### src/rtl/ps2_host_tx_if.sv
// Command-byte handshake between a PS/2 host transmitter and its client logic.
// tx_valid/tx_ready: a byte moves on the cycle where both are high; tx_data must be stable while tx_valid is high.
interface ps2_host_tx_if;
  logic [7:0] tx_data;
  logic       tx_valid;
  logic       tx_ready;
  logic       busy;
  logic       tx_done;
  logic       tx_err;

  modport master (
    output tx_data, tx_valid,
    input  tx_ready, busy, tx_done, tx_err
  );

  modport slave (
    input  tx_data, tx_valid,
    output tx_ready, busy, tx_done, tx_err
  );
endinterface

### src/rtl/ps2_host_tx.sv
// Host-to-device PS/2 transmitter: request-to-send, device-clocked frame shift, ACK check.
// Optional watchdog on device clocking is enabled by defining PS2_TX_TIMEOUT_EN.
module ps2_host_tx #(
  parameter int unsigned INHIBIT_CYC = 12000,
  parameter int unsigned TIMEOUT_CYC = 2000000,
  parameter int unsigned SYNC_STAGES = 2
) (
  input  logic           clk,
  input  logic           rst,
  ps2_host_tx_if.slave   tx,
  input  logic           ps2_clk_in,
  input  logic           ps2_data_in,
  output logic           ps2_clk_oe,
  output logic           ps2_data_oe,
  output logic [2:0]     state_dbg
);

  typedef enum logic [2:0] {
    S_IDLE      = 3'd0,
    S_INHIBIT   = 3'd1,
    S_SHIFT     = 3'd2,
    S_ACK       = 3'd3,
    S_WAIT_IDLE = 3'd4,
    S_DONE      = 3'd5,
    S_ERR       = 3'd6
  } state_t;

  localparam int INH_W = (INHIBIT_CYC > 1) ? $clog2(INHIBIT_CYC) : 1;

  state_t                 state, state_nx;
  logic [SYNC_STAGES-1:0] clk_sync, data_sync;
  logic                   clk_s, data_s, clk_prev, fall;
  logic [9:0]             frame;
  logic [3:0]             bit_cnt;
  logic [INH_W-1:0]       inh_cnt;
  logic                   inh_last;
  logic                   data_drv;
  logic                   accept;
  logic                   wd_expire;

  // Idle bus level is high, so the synchronisers reset to 1 to avoid a false fall.
  always_ff @(posedge clk) begin
    if (rst) begin
      clk_sync  <= '1;
      data_sync <= '1;
      clk_prev  <= 1'b1;
    end else begin
      clk_sync  <= {clk_sync[SYNC_STAGES-2:0], ps2_clk_in};
      data_sync <= {data_sync[SYNC_STAGES-2:0], ps2_data_in};
      clk_prev  <= clk_s;
    end
  end

  assign clk_s    = clk_sync[SYNC_STAGES-1];
  assign data_s   = data_sync[SYNC_STAGES-1];
  assign fall     = clk_prev & ~clk_s;
  assign accept   = tx.tx_valid && (state == S_IDLE);
  assign inh_last = (inh_cnt == INH_W'(INHIBIT_CYC - 1));

`ifdef PS2_TX_TIMEOUT_EN
  localparam int WD_W = $clog2(TIMEOUT_CYC + 1);
  logic [WD_W-1:0] wd_cnt;
  logic            wd_active;

  assign wd_active = (state == S_SHIFT) || (state == S_ACK) || (state == S_WAIT_IDLE);
  // The count includes the fall cycle itself, so expiry lands TIMEOUT_CYC cycles after it.
  assign wd_expire = wd_active && !fall && (wd_cnt == WD_W'(TIMEOUT_CYC - 1));

  always_ff @(posedge clk) begin
    if (rst)                   wd_cnt <= '0;
    else if (!wd_active || fall) wd_cnt <= WD_W'(1);
    else                       wd_cnt <= wd_cnt + 1'b1;
  end
`else
  assign wd_expire = 1'b0;
`endif

  always_ff @(posedge clk) begin
    if (rst) state <= S_IDLE;
    else     state <= state_nx;
  end

  // frame = {stop, odd parity, data}; data_drv holds the open-drain pull for the current bit.
  always_ff @(posedge clk) begin
    if (rst) begin
      frame    <= '0;
      bit_cnt  <= '0;
      inh_cnt  <= '0;
      data_drv <= 1'b0;
    end else if (accept) begin
      frame    <= {1'b1, ~^tx.tx_data, tx.tx_data};
      bit_cnt  <= '0;
      inh_cnt  <= '0;
      data_drv <= 1'b1;
    end else begin
      if (state == S_INHIBIT) inh_cnt <= inh_cnt + 1'b1;
      if ((state == S_SHIFT) && fall) begin
        data_drv <= ~frame[bit_cnt];
        bit_cnt  <= bit_cnt + 1'b1;
      end
    end
  end

  always_comb begin
    state_nx    = state;
    tx.tx_ready = 1'b0;
    tx.busy     = 1'b0;
    tx.tx_done  = 1'b0;
    tx.tx_err   = 1'b0;
    ps2_clk_oe  = 1'b0;
    ps2_data_oe = 1'b0;
    unique case (state)
      S_IDLE: begin
        tx.tx_ready = 1'b1;
        if (tx.tx_valid) state_nx = S_INHIBIT;
      end
      S_INHIBIT: begin
        tx.busy     = 1'b1;
        ps2_clk_oe  = 1'b1;
        ps2_data_oe = inh_last;
        if (inh_last) state_nx = S_SHIFT;
      end
      S_SHIFT: begin
        tx.busy     = 1'b1;
        ps2_data_oe = data_drv;
        if (fall && (bit_cnt == 4'd9)) state_nx = S_ACK;
      end
      S_ACK: begin
        tx.busy = 1'b1;
        if (fall) state_nx = data_s ? S_ERR : S_WAIT_IDLE;
      end
      S_WAIT_IDLE: begin
        tx.busy = 1'b1;
        if (clk_s && data_s) state_nx = S_DONE;
      end
      S_DONE: begin
        tx.tx_done = 1'b1;
        state_nx   = S_IDLE;
      end
      S_ERR: begin
        tx.tx_err = 1'b1;
        state_nx  = S_IDLE;
      end
      default: state_nx = S_IDLE;
    endcase
    if (wd_expire) state_nx = S_ERR;
  end

  assign state_dbg = state;

endmodule

### src/flat_wrapper.sv
// flat-port wrapper written by rule: the top's interface ports become plain ports
module ps2_host_tx_flat 
#(
  parameter int unsigned INHIBIT_CYC = 12000,
  parameter int unsigned TIMEOUT_CYC = 2000000,
  parameter int unsigned SYNC_STAGES = 2
)
  (clk, rst, ps2_clk_in, ps2_data_in, ps2_clk_oe, ps2_data_oe, state_dbg, tx_tx_data, tx_tx_valid, tx_tx_ready, tx_busy, tx_tx_done, tx_tx_err);
  ps2_host_tx_if tx_i ();
  input  logic clk;
  input  logic rst;
  input  logic ps2_clk_in;
  input  logic ps2_data_in;
  output logic ps2_clk_oe;
  output logic ps2_data_oe;
  output logic [2:0] state_dbg;
  input wire logic [$bits(tx_i.tx_data)-1:0] tx_tx_data;
  input wire logic [$bits(tx_i.tx_valid)-1:0] tx_tx_valid;
  output wire logic [$bits(tx_i.tx_ready)-1:0] tx_tx_ready;
  output wire logic [$bits(tx_i.busy)-1:0] tx_busy;
  output wire logic [$bits(tx_i.tx_done)-1:0] tx_tx_done;
  output wire logic [$bits(tx_i.tx_err)-1:0] tx_tx_err;
  assign tx_i.tx_data = tx_tx_data;
  assign tx_i.tx_valid = tx_tx_valid;
  assign tx_tx_ready = tx_i.tx_ready;
  assign tx_busy = tx_i.busy;
  assign tx_tx_done = tx_i.tx_done;
  assign tx_tx_err = tx_i.tx_err;
  ps2_host_tx #(.INHIBIT_CYC(INHIBIT_CYC), .TIMEOUT_CYC(TIMEOUT_CYC), .SYNC_STAGES(SYNC_STAGES)) u_core (.clk(clk), .rst(rst), .tx(tx_i), .ps2_clk_in(ps2_clk_in), .ps2_data_in(ps2_data_in), .ps2_clk_oe(ps2_clk_oe), .ps2_data_oe(ps2_data_oe), .state_dbg(state_dbg));
endmodule
### config.mk
export PLATFORM = sky130hd
export DESIGN_NAME = ps2_host_tx_flat
export DESIGN_NICKNAME = d
export VERILOG_FILES = /design/src/rtl/ps2_host_tx_if.sv /design/src/rtl/ps2_host_tx.sv /design/src/flat_wrapper.sv
export SDC_FILE = /design/constraint.sdc
export NUM_CORES = 1
export LEC_CHECK = 0
export ABC_AREA = 1
export BUFFER_PORTS_ARGS = -buffer_cell sky130_fd_sc_hd__clkbuf_2
export CORE_UTILIZATION = 55
export CTS_CLUSTER_SIZE = 10
export DETAILED_ROUTE_END_ITERATION = 10
export GPL_TIMING_DRIVEN = 0
export MAX_ROUTING_LAYER = met4
export PLACE_DENSITY = 0.84
export SETUP_SLACK_MARGIN = 0.2
export SYNTH_ARGS = -nofsm -noshare
export SYNTH_HDL_FRONTEND = slang
export SYNTH_SLANG_ARGS = --single-unit
### constraint.sdc
create_clock -name clk -period 3.1 [get_ports clk]
set_clock_uncertainty 0.1 [all_clocks]
set_input_delay 0.465 -clock clk [delete_from_list [all_inputs] [get_ports clk]]
set_output_delay 0.465 -clock clk [all_outputs]
set_load 0.005 [all_outputs]
==> flow_metrics.env <==
export IMPL_status="complete, no violations"
export IMPL_drv_cap=0
export IMPL_cp_top_family="flip-flops"
export IMPL_synth_seq_cells=37
export IMPL_cts_sinks=37
export IMPL_cts_setup_buffers=0
export IMPL_globalRouteTotalUtil_pct=23.49
export IMPL_dp_cells=335
export IMPL_worst_skew_pair_late_latency_ps=350
export IMPL_rr_endpoint="u_core.state_dbg[1]"
export IMPL_min_from="ps2_clk_in"
export IMPL_relSlewSlack_pct=73.16
export IMPL_synth_cells=268
export IMPL_grt_max_degree=12
export IMPL_cts_resized=0
export IMPL_synthDominantCellAreaShare_pct=38.47
export IMPL_rsz0062_at_grt="false"
export IMPL_hp_class="in -> reg"
export IMPL_hold_path_endpoint="u_core.clk_sync[0]"
export IMPL_reg2reg_slack_ps=1510
export IMPL_yosysWarnings=0
export IMPL_numPortBuffers=21
export IMPL_coreArea_sq_um=3337
export IMPL_cp_cell_sequence="ha_1, nand3_1, nor2_1, nand2_1, o21ai_0, clkbuf_2"
export IMPL_holdPathStages=2
export IMPL_startpoint_type="flip-flop"
export IMPL_final_max_slew_viol_count=0
export IMPL_drive_gt1_share_pct=19.87
export IMPL_worst_slew_pin_slew_ps=402.6
export IMPL_cts_root_buffer_cell="clkbuf_4"
export IMPL_setup_tns_final_ps=0
export IMPL_fin_cells=343
export IMPL_p_per_area_nw_per_um2=613.2
export IMPL_num_antenna_cells=0
export IMPL_antenna_left=0
export IMPL_cp_arrival_ps=1560
export IMPL_fp_dieH_um=61.17
export IMPL_nets=312
export IMPL_gp_congestion=0.7973
export IMPL_die_w_um=61.17
export IMPL_vias=1758
export IMPL_cp_max_fo=4
export IMPL_maxClockFrequency_mhz=469.6
export IMPL_avgSynthCellArea_sq_um=7.185
export IMPL_drtIter0Drc=104
export IMPL_critPathMaxStageDelay_ps=390
export IMPL_irDropWorstVdd_v=0.0003547
export IMPL_clkTransAtPathRegs_ps=110
export IMPL_drt_first_pass_iters=4
export IMPL_post_drt_via_cell_ratio=5.125
export IMPL_netlist_area_sq_um=1926
export IMPL_power_total_w=0.001333
export IMPL_area_growth_pct=12.87
export IMPL_seq_area_frac_synth_pct=38.47
export IMPL_period_minus_slack_ps=2129
export IMPL_timing_rr_start="u_core.state_dbg[2]"
export IMPL_cts_buffer_depth=2
export IMPL_gr_total_overflow=0
export IMPL_critical_path_buf_inv_count=1
export IMPL_syn_num_nets=284
export IMPL_synth_area_leaders="dfxtp_1 (38%), nand2_1 (10%), inv_1 (7.2%), a21oi_1 (7.0%), nand3_1 (5.5%)"
export IMPL_dp_hpwl_um=2696
export IMPL_finalSetupViolations=0
export IMPL_hold_violations=0
export IMPL_ios=22
export IMPL_routedWlPerCell_um=10.70
export IMPL_end_kind="primary output"
export IMPL_final_common_cell="nand2_1"
export IMPL_rr_worst_depth=7
export IMPL_cts_tree="built"
export IMPL_die_area_sq_um=3742
export IMPL_ys_types=29
export IMPL_synth_top_cell_by_area="dfxtp_1"
export IMPL_worstPathRequired_ps=2530
export IMPL_grt_pass1_vias=1536
export IMPL_cts_buffers=5
export IMPL_grt_first_pass_wirelength_um=6251
export IMPL_cpMaxStageDelayCell="dfxtp_1"
export IMPL_wirelength_um=3669
export IMPL_hold_ws_ps=191.1
export IMPL_crit_type="reg -> out"
export IMPL_p_leak_nw=0.9646
export IMPL_htreeDepth=2
export IMPL_antenna_found_initial=0
export IMPL_rows=21
export IMPL_final_cell_mix="nand2_1 (53), inv_1 (37), dfxtp_1 (37)"
export IMPL_start_util_pct=57.71
export IMPL_drc=0
export IMPL_holdBufCountCts=0
export IMPL_fin_crit_sh_pct=68.69
cells in the mapped netlist:
cell / instances
o21a_1: 1
nor2_2: 2
nand3_1: 21
ha_1: 3
xnor2_1: 6
nor3b_2: 1
o21ai_0: 20
o2111ai_1: 1
inv_2: 5
nand2_1: 53
nor2_4: 4
inv_4: 2
nor2_1: 16
nor2_8: 1
nand3_4: 1
inv_1: 37
clkbuf_1: 1
dfxtp_1: 37
a21oi_1: 27
nand3_2: 1
nor3_2: 1
nor3_1: 4
nand2_4: 1
or2_2: 6
buf_2: 2
nand2_2: 4
nand3b_1: 1
xor2_1: 4
nand4_1: 5
worst reg2reg max path: cells and delay by family, from the launching register on:
kind,cells,cell delay [ps]
buffers and inverters,2,190
AND/OR/NAND/NOR,4,550
AO/OA/AOI/OAI,1,240
flip-flops,1,440
metal layers:
layer | vias up | GRT usage, % | wire [um]
met1 | 810 | 26.91 | 1750
met4 | 0 | 7.792 | 53
met5 | - | - | 0
met2 | 25 | 39.13 | 1749
met3 | 5 | 6.933 | 116
li1 | 918 | - | -
sequential cells by signal, indices dropped and copies added, names as in the netlist:
name,cells
u_core.inh_cnt,14
u_core.clk_prev,1
u_core.bit_cnt,4
u_core.data_sync,2
u_core.frame,10
u_core.data_drv,1
u_core.clk_sync,2
u_core.state_dbg,3
where the power goes:
| group | total, W | internal [W] | switching, W |
|---|---|---|---|
| Combinational | 0.000395 | 0.000149 | 0.000246 |
| Sequential | 0.000584 | 0.000536 | 0.0000484 |
| Clock | 0.000353 | 0.000193 | 0.000160 |
| Total | 0.00133 | 0.000878 | 0.000455 |
area by class of cell:
class	count	area [sq um]
fillers	329	1164
multi-input cells	184	1001
flip-flops and latches	37	740.7
inverters	44	170.2
repair buffers	21	105.1
well taps	46	57.56
clock buffers	7	55.05
clock inverters	1	30.03
plain buffers	3	13.76
through the flow:
| step | worst slack (ps) | util (%) | cell area (sq um) |
|---|---|---|---|
| 6_report | 970.7 | 65.13 | 2173 |
| 5_1_grt | 770.0 | 65.13 | 2173 |
| 4_1_cts | 966.0 | 65.13 | 2173 |
| 3_5_place_dp | 1366 | 62.58 | 2088 |
| 3_3_place_gp | 1383 | 62.58 | 2088 |
| 2_1_floorplan | 1571 | - | 1926 |
worst max path at each step:
stage,startpoint,to,cells past startpoint
after global routing,u_core.inh_cnt[0],ps2_data_oe,6
after CTS,u_core.inh_cnt[0],ps2_data_oe,6
after global placement,u_core.inh_cnt[0],ps2_data_oe,6
final,u_core.inh_cnt[0],ps2_data_oe,6
after floorplan,u_core.inh_cnt[0],ps2_data_oe,5
after detailed placement,u_core.inh_cnt[0],ps2_data_oe,6
cell families after synthesis:
kind of cell               Yosys count  synth area share (%)
DFF                                 37                 38.47
AOI/OAI and AO/OA                   49                 13.06
buffers and inverters               47                 9.551
xor gates and xnor gates            10                 4.548
adders and majority gates            3                 1.950
and+or+nand+nor                    122                 32.42
(Power assumes the default switching activity.)
